===== config.mk =====
export PLATFORM = sky130hd
export DESIGN_NAME = pipeline_ctrl_flat
export DESIGN_NICKNAME = d
export VERILOG_FILES = /design/src/rtl/pipeline_ctrl_if.sv /design/src/rtl/pipeline_ctrl.sv /design/src/flat_wrapper.sv
export SDC_FILE = /design/constraint.sdc
export NUM_CORES = 1
export LEC_CHECK = 0
export BUFFER_PORTS_ARGS = -buffer_cell sky130_fd_sc_hd__buf_2
export CAP_MARGIN = 20
export CELL_PAD_IN_SITES_DETAIL_PLACEMENT = 0
export CELL_PAD_IN_SITES_GLOBAL_PLACEMENT = 1
export CORE_MARGIN = 8
export CORE_UTILIZATION = 20
export DETAILED_ROUTE_END_ITERATION = 10
export PLACE_DENSITY_LB_ADDON = 0.2
export SLEW_MARGIN = 20
export SYNTH_ARGS = -nofsm -noshare
export SYNTH_HDL_FRONTEND = slang
export SYNTH_SLANG_ARGS = --single-unit
export TNS_END_PERCENT = 10

===== constraint.sdc =====
create_clock -name clk -period 1.5 [get_ports clk]
set_input_delay 0.15 -clock clk [delete_from_list [all_inputs] [get_ports clk]]
set_output_delay 0.15 -clock clk [all_outputs]
set_load 0.02 [all_outputs]

===== src/rtl/pipeline_ctrl_if.sv =====
// ============================================================================
// Module      : pipeline_ctrl_if
// Description : Hazard-information inputs and register-bank control outputs
//               exchanged between the pipeline datapath and pipeline_ctrl.
// Revision    : 1.0
// ============================================================================
`default_nettype none

interface pipeline_ctrl_if #(
  parameter int REG_ADDR_WIDTH = 5
);
  logic [REG_ADDR_WIDTH-1:0] i_id_rs1;
  logic [REG_ADDR_WIDTH-1:0] i_id_rs2;
  logic                      i_id_uses_rs1;
  logic                      i_id_uses_rs2;
  logic                      i_ex_is_load;
  logic [REG_ADDR_WIDTH-1:0] i_ex_rd;
  logic                      i_ex_is_mul;
  logic                      i_ex_branch_taken;
  logic                      i_mem_req;
  logic                      i_mem_ready;

  logic                      o_pc_en;
  logic                      o_if_id_en;
  logic                      o_id_ex_en;
  logic                      o_ex_mem_en;
  logic                      o_mem_wb_en;
  logic                      o_if_id_flush;
  logic                      o_id_ex_flush;
  logic                      o_ex_mem_flush;
  logic [1:0]                o_stall_cause;

  // Datapath side: reports hazards, consumes enables/flushes.
  modport master (
    output i_id_rs1, i_id_rs2, i_id_uses_rs1, i_id_uses_rs2,
    output i_ex_is_load, i_ex_rd, i_ex_is_mul, i_ex_branch_taken,
    output i_mem_req, i_mem_ready,
    input  o_pc_en, o_if_id_en, o_id_ex_en, o_ex_mem_en, o_mem_wb_en,
    input  o_if_id_flush, o_id_ex_flush, o_ex_mem_flush, o_stall_cause
  );

  modport slave (
    input  i_id_rs1, i_id_rs2, i_id_uses_rs1, i_id_uses_rs2,
    input  i_ex_is_load, i_ex_rd, i_ex_is_mul, i_ex_branch_taken,
    input  i_mem_req, i_mem_ready,
    output o_pc_en, o_if_id_en, o_id_ex_en, o_ex_mem_en, o_mem_wb_en,
    output o_if_id_flush, o_id_ex_flush, o_ex_mem_flush, o_stall_cause
  );
endinterface

`default_nettype wire


===== src/rtl/pipeline_ctrl.sv =====
// ============================================================================
// Module      : pipeline_ctrl
// Description : Hazard/stall controller for a 5-stage pipeline: load-use,
//               taken branch, multi-cycle multiply and memory wait states.
// Revision    : 1.0
// ============================================================================
`default_nettype none

module pipeline_ctrl #(
  parameter int REG_ADDR_WIDTH = 5,
  parameter int MUL_LATENCY    = 3
) (
  input  wire logic          clk,
  input  wire logic          rst,
  pipeline_ctrl_if.slave     bus
);

  localparam int CNT_W = (MUL_LATENCY > 1) ? $clog2(MUL_LATENCY) : 1;
  localparam logic [CNT_W-1:0] C_MUL_RELOAD =
      CNT_W'((MUL_LATENCY > 1) ? (MUL_LATENCY - 2) : 0);
  localparam logic C_MUL_STALLS = 1'((MUL_LATENCY > 1) ? 1 : 0);

  localparam logic [1:0] C_CAUSE_NONE = 2'd0;
  localparam logic [1:0] C_CAUSE_LU   = 2'd1;
  localparam logic [1:0] C_CAUSE_MUL  = 2'd2;
  localparam logic [1:0] C_CAUSE_MEM  = 2'd3;

  typedef enum logic [0:0] {
    RUN      = 1'b0,
    MEM_WAIT = 1'b1
  } state_e;

  state_e            state_q, state_d;
  logic              mul_busy_q, mul_busy_d;
  logic [CNT_W-1:0]  mul_cnt_q, mul_cnt_d;

  logic [REG_ADDR_WIDTH-1:0] w_rs1, w_rs2, w_rd;
  logic w_mem_stall, w_mul_done, w_mul_stall, w_load_use, w_ex_advance;
  logic w_rs1_hit, w_rs2_hit;

  assign w_rs1 = bus.i_id_rs1;
  assign w_rs2 = bus.i_id_rs2;
  assign w_rd  = bus.i_ex_rd;

  assign w_mem_stall  = bus.i_mem_req & ~bus.i_mem_ready;
  assign w_mul_done   = mul_busy_q & (mul_cnt_q == '0);
  assign w_mul_stall  = bus.i_ex_is_mul & C_MUL_STALLS & ~w_mul_done;
  assign w_rs1_hit    = bus.i_id_uses_rs1 & (w_rs1 == w_rd);
  assign w_rs2_hit    = bus.i_id_uses_rs2 & (w_rs2 == w_rd);
  assign w_load_use   = bus.i_ex_is_load & (w_rd != '0) & (w_rs1_hit | w_rs2_hit);
  assign w_ex_advance = ~w_mem_stall & ~w_mul_stall;

  always_ff @(posedge clk) begin
    if (rst) begin
      state_q    <= RUN;
      mul_busy_q <= 1'b0;
      mul_cnt_q  <= '0;
    end else begin
      state_q    <= state_d;
      mul_busy_q <= mul_busy_d;
      mul_cnt_q  <= mul_cnt_d;
    end
  end

  always_comb begin
    state_d    = state_q;
    mul_busy_d = mul_busy_q;
    mul_cnt_d  = mul_cnt_q;

    case (state_q)
      RUN:      if (w_mem_stall) state_d = MEM_WAIT;
      MEM_WAIT: if (bus.i_mem_ready) state_d = RUN;
      default:  state_d = RUN;
    endcase

    // The multiplier is free-running: the count drains even while frozen.
    if (mul_busy_q) begin
      if (mul_cnt_q != '0) mul_cnt_d = mul_cnt_q - 1'b1;
      if (w_ex_advance) mul_busy_d = 1'b0;
    end else if (bus.i_ex_is_mul && C_MUL_STALLS) begin
      mul_busy_d = 1'b1;
      mul_cnt_d  = C_MUL_RELOAD;
    end
  end

  always_comb begin
    bus.o_pc_en        = 1'b1;
    bus.o_if_id_en     = 1'b1;
    bus.o_id_ex_en     = 1'b1;
    bus.o_ex_mem_en    = 1'b1;
    bus.o_mem_wb_en    = 1'b1;
    bus.o_if_id_flush  = 1'b0;
    bus.o_id_ex_flush  = 1'b0;
    bus.o_ex_mem_flush = 1'b0;
    bus.o_stall_cause  = C_CAUSE_NONE;

    if (rst) begin
      bus.o_pc_en        = 1'b0;
      bus.o_if_id_en     = 1'b0;
      bus.o_id_ex_en     = 1'b0;
      bus.o_ex_mem_en    = 1'b0;
      bus.o_mem_wb_en    = 1'b0;
      bus.o_if_id_flush  = 1'b1;
      bus.o_id_ex_flush  = 1'b1;
      bus.o_ex_mem_flush = 1'b1;
    end else if (w_mem_stall) begin
      bus.o_pc_en        = 1'b0;
      bus.o_if_id_en     = 1'b0;
      bus.o_id_ex_en     = 1'b0;
      bus.o_ex_mem_en    = 1'b0;
      bus.o_mem_wb_en    = 1'b0;
      bus.o_stall_cause  = C_CAUSE_MEM;
    end else if (w_mul_stall) begin
      bus.o_pc_en        = 1'b0;
      bus.o_if_id_en     = 1'b0;
      bus.o_id_ex_en     = 1'b0;
      bus.o_ex_mem_flush = 1'b1;
      bus.o_stall_cause  = C_CAUSE_MUL;
    end else if (bus.i_ex_branch_taken) begin
      // Taken branch discards the ID instruction, so it outranks load-use.
      bus.o_if_id_flush  = 1'b1;
      bus.o_id_ex_flush  = 1'b1;
    end else if (w_load_use) begin
      bus.o_pc_en        = 1'b0;
      bus.o_if_id_en     = 1'b0;
      bus.o_id_ex_flush  = 1'b1;
      bus.o_stall_cause  = C_CAUSE_LU;
    end
  end

endmodule

`default_nettype wire


===== src/flat_wrapper.sv =====
// flat-port wrapper written by rule: the top's interface ports become plain ports
module pipeline_ctrl_flat 
#(
  parameter int REG_ADDR_WIDTH = 5,
  parameter int MUL_LATENCY    = 3
)
  (clk, rst, bus_i_id_rs1, bus_i_id_rs2, bus_i_id_uses_rs1, bus_i_id_uses_rs2, bus_i_ex_is_load, bus_i_ex_rd, bus_i_ex_is_mul, bus_i_ex_branch_taken, bus_i_mem_req, bus_i_mem_ready, bus_o_pc_en, bus_o_if_id_en, bus_o_id_ex_en, bus_o_ex_mem_en, bus_o_mem_wb_en, bus_o_if_id_flush, bus_o_id_ex_flush, bus_o_ex_mem_flush, bus_o_stall_cause);
  pipeline_ctrl_if #(.REG_ADDR_WIDTH(REG_ADDR_WIDTH)) bus_i ();
  input  wire logic clk;
  input  wire logic rst;
  input wire logic [$bits(bus_i.i_id_rs1)-1:0] bus_i_id_rs1;
  input wire logic [$bits(bus_i.i_id_rs2)-1:0] bus_i_id_rs2;
  input wire logic [$bits(bus_i.i_id_uses_rs1)-1:0] bus_i_id_uses_rs1;
  input wire logic [$bits(bus_i.i_id_uses_rs2)-1:0] bus_i_id_uses_rs2;
  input wire logic [$bits(bus_i.i_ex_is_load)-1:0] bus_i_ex_is_load;
  input wire logic [$bits(bus_i.i_ex_rd)-1:0] bus_i_ex_rd;
  input wire logic [$bits(bus_i.i_ex_is_mul)-1:0] bus_i_ex_is_mul;
  input wire logic [$bits(bus_i.i_ex_branch_taken)-1:0] bus_i_ex_branch_taken;
  input wire logic [$bits(bus_i.i_mem_req)-1:0] bus_i_mem_req;
  input wire logic [$bits(bus_i.i_mem_ready)-1:0] bus_i_mem_ready;
  output wire logic [$bits(bus_i.o_pc_en)-1:0] bus_o_pc_en;
  output wire logic [$bits(bus_i.o_if_id_en)-1:0] bus_o_if_id_en;
  output wire logic [$bits(bus_i.o_id_ex_en)-1:0] bus_o_id_ex_en;
  output wire logic [$bits(bus_i.o_ex_mem_en)-1:0] bus_o_ex_mem_en;
  output wire logic [$bits(bus_i.o_mem_wb_en)-1:0] bus_o_mem_wb_en;
  output wire logic [$bits(bus_i.o_if_id_flush)-1:0] bus_o_if_id_flush;
  output wire logic [$bits(bus_i.o_id_ex_flush)-1:0] bus_o_id_ex_flush;
  output wire logic [$bits(bus_i.o_ex_mem_flush)-1:0] bus_o_ex_mem_flush;
  output wire logic [$bits(bus_i.o_stall_cause)-1:0] bus_o_stall_cause;
  assign bus_i.i_id_rs1 = bus_i_id_rs1;
  assign bus_i.i_id_rs2 = bus_i_id_rs2;
  assign bus_i.i_id_uses_rs1 = bus_i_id_uses_rs1;
  assign bus_i.i_id_uses_rs2 = bus_i_id_uses_rs2;
  assign bus_i.i_ex_is_load = bus_i_ex_is_load;
  assign bus_i.i_ex_rd = bus_i_ex_rd;
  assign bus_i.i_ex_is_mul = bus_i_ex_is_mul;
  assign bus_i.i_ex_branch_taken = bus_i_ex_branch_taken;
  assign bus_i.i_mem_req = bus_i_mem_req;
  assign bus_i.i_mem_ready = bus_i_mem_ready;
  assign bus_o_pc_en = bus_i.o_pc_en;
  assign bus_o_if_id_en = bus_i.o_if_id_en;
  assign bus_o_id_ex_en = bus_i.o_id_ex_en;
  assign bus_o_ex_mem_en = bus_i.o_ex_mem_en;
  assign bus_o_mem_wb_en = bus_i.o_mem_wb_en;
  assign bus_o_if_id_flush = bus_i.o_if_id_flush;
  assign bus_o_id_ex_flush = bus_i.o_id_ex_flush;
  assign bus_o_ex_mem_flush = bus_i.o_ex_mem_flush;
  assign bus_o_stall_cause = bus_i.o_stall_cause;
  pipeline_ctrl #(.REG_ADDR_WIDTH(REG_ADDR_WIDTH), .MUL_LATENCY(MUL_LATENCY)) u_core (.clk(clk), .rst(rst), .bus(bus_i));
endmodule

==> out/metrics.cfg <==
[run_status]
status=finished with violations
failed_checks=setup timing

[yosys]
syn_avg_cell_area_um2=7.92
syn_area_um2=364
synth_cell_types=27
syn-num-nets=71
synth_warnings=0
syn-instance-count=46
yosysSeqAreaShare=0.165
synth_seq_cells=3

[worst_setup_path]
cp_data_required_time_ps=1350
slowest_stage=or3_4
max_stage_delay_ps=370
path_max_fanout=3
r2r_setup_slack_ps=360
cp_data_arrival_time_ps=1560
rr_endpoint=u_core.mul_cnt_q[0]
rr_startpoint=u_core.mul_cnt_q[0]
path_cells=inv_2 > ha_4 > a21boi_4 > a21o_1 > or3_4 > o22ai_4 > buf_6
r2r_cells=5
critPathKind=flop to primary output
startpoint_type=flop
worstSetupEndpointType=primary output

[clock_network]
cts-hold-fix-buffers=0
cts_root_buffer=clkbuf_4
cts_buffer_depth=2
clock_sinks=3
clock_latency_ps=230
cts_made_buffers=3
cts_tree=yes
clkTransAtPathRegs_ps=40
htree_levels=1

[floorplanning]
initial_core_util=0.211
dieArea_um2=3440
die_y_um=58.7
boundaryPins=34
row_count=15
die_w_um=58.7
coreArea_um2=1730

[timing]
setup_violations=5
post-route-period-util=1.14
worst_clock_skew_ps=2.70
hold_viol_final=0
worst_slew_pin_slew_ps=379
fin_ws_ps=-214
slew_headroom=0.747
finalCriticalPeriod_ps=1710
slew_violations=0
max_freq_ghz=0.583
rsz0062_at_grt=yes

[global_route]
grt_usage=0.0750
grt_pass1_vias=511
antenna_found_initial=0
grt_max_degree=6
grt_overflow=0
grt_pass1_wl_um=2040

[finish]
final_core_util=0.428
fillers=195
final_nets=119
regArea_um2=61.3
areaGrowthSynthToFinish_pct=103
layout-drive-gt1-share=0.634
multi_input_area_um2=333
antennaDiodeCount=0

[hold_path]
min_from=rst
whs_endpoint=u_core.mul_cnt_q[1]
holdPathStages=2
hp-class=input port to flop

[route]
ant_nets=0
wl_um=1260
routedWlPerCell_um=10.6
firstDrtPassIters=2
drt_iter0_markers=2
dr_total_vias=486
drcViolationCount=0
vias_per_cell=4.12

[job]
maxCapViolCount=0

[placement]
pre_cts_ws_ps=-60.4
port_buffers=33
dp_hpwl_um=1140
place_congestion=0.697

[power_and_ir_drop]
power-per-cell-area_nw_per_um2=595
p_leak_nw=0.359
peakVddDrop_v=0.000216

==> worst max-delay path, delay by kind of cell (launching register included) <==
kind	cells	cell delay [ps]
buffers and inverters	2	200
and+or+nand+nor	1	370
AOI/OAI and AO/OA	3	310
DFF	1	300
adders and majority gates	1	150
==> kinds of logic (layout without fill, tap and decap cells) <==
| logic type | count (synthesis) | count (layout) | share of synthesized area |
|---|---|---|---|
| compound gates | 12 | 12 | 0.241 |
| xor+xnor | 10 | 10 | 0.241 |
| fa+ha+maj | 1 | 1 | 0.0344 |
| buf+inv | 6 | 53 | 0.0825 |
| flops | 3 | 3 | 0.165 |
| simple gates | 14 | 14 | 0.237 |
==> layer usage <==
metal,global-route usage,share of wire,up-vias
li1,-,-,258
met5,0,0,-
met3,0.0413,0.088,0
met2,0.123,0.48,20
met4,0.0205,0,0
met1,0.0816,0.43,208
==> registers in the layout (all words and copies together) (netlist names) <==
| name | cells |
|---|---|
| u_core.mul_busy_q | 1 |
| u_core.mul_cnt_q | 2 |
==> where the power goes <==
| part | internal [mW] | leakage (nW) | switching, mW | total [mW] |
|---|---|---|---|---|
| clock | 0.0994 | 0.0150 | 0.0377 | 0.137 |
| combinational | 0.110 | 0.319 | 0.103 | 0.213 |
| sequential | 0.0857 | 0.0252 | 0.00331 | 0.0890 |
==> synth_stat cells <==
master    number  area (um2)
dfxtp_1        3        60.1
o21ai_2        1        8.76
nor4_2         1        12.5
a21boi_0       1        7.51
a21o_1         2        15.0
nand2b_1       1        6.26
or3_1          1        6.26
or4_1          1        7.51
o21bai_1       1        7.51
nor4_1         1        6.26
buf_4          2        15.0
a32oi_1        1        8.76
nor3b_1        2        15.0
and2_0         1        6.26
o31a_1         1        8.76
nor2_1         4        15.0
inv_1          4        15.0
o31ai_1        1        7.51
o22ai_1        1        6.26
nor3_1         1        5.00
o21ai_0        1        5.00
a211oi_1       1        7.51
nor2b_1        1        6.26
a21oi_1        1        5.00
xnor2_1        2        17.5
xor2_1         8        70.1
ha_1           1        12.5
==> layout make-up <==
cell class | count | share of cell area
Clock buffer | 4 | 0.0356
Sequential cell | 3 | 0.0831
Tap cell | 25 | 0.0424
Multi-Input combinational cell | 37 | 0.451
Inverter | 4 | 0.0203
Timing Repair Buffer | 45 | 0.368
==> through the flow <==
| stage | cell area [um2] | std cells | power (mW) | hold slack (ps) | setup TNS (ps) |
|---|---|---|---|---|---|
| 3_3_place_gp | 679 | 112 | 0.293 | 391 | -140 |
| 6_report | 738 | 118 | 0.439 | 151 | -582 |
| 5_1_grt | 738 | 118 | 0.470 | 177 | -1090 |
| 4_1_cts | 724 | 117 | 0.442 | 153 | -702 |
| 3_5_place_dp | 679 | 112 | 0.293 | 399 | -228 |
| 2_1_floorplan | 427 | 46 | 0.204 | 222 | -79.0 |
==> how the worst max path moves through the flow <==
| stage | from | to | depth (start not counted) |
|---|---|---|---|
| 4_1_cts | u_core.mul_cnt_q[0] | bus_o_stall_cause[0] | 7 |
| 5_1_grt | u_core.mul_cnt_q[0] | bus_o_stall_cause[0] | 7 |
| 3_5_place_dp | u_core.mul_cnt_q[1] | bus_o_stall_cause[0] | 7 |
| 3_3_place_gp | u_core.mul_cnt_q[1] | bus_o_stall_cause[0] | 7 |
| 2_1_floorplan | u_core.mul_cnt_q[1] | bus_o_stall_cause[0] | 6 |
| 6_report | u_core.mul_cnt_q[0] | bus_o_stall_cause[0] | 7 |
==> what timing repair did <==
item                                    in CTS  in global routing
endpoints found under the setup margin       5                  7
gates cloned                                 0                  0
setup buffers                                1                  1
pin swaps                                    4                  1
resized for setup                            4                  3
==> placed cells by master (no fill, tap or decap), types with 2 or more instances in the layout <==
| master | count |
|---|---|
| a21o_1 | 2 |
| buf_2 | 28 |
| buf_4 | 16 |
| clkbuf_4 | 3 |
| dfxtp_1 | 2 |
| inv_1 | 2 |
| inv_2 | 2 |
| nor2_1 | 4 |
| nor3b_1 | 2 |
| xnor2_1 | 2 |
| xor2_1 | 8 |
Note: power is estimated with default switching activity, not from simulation.
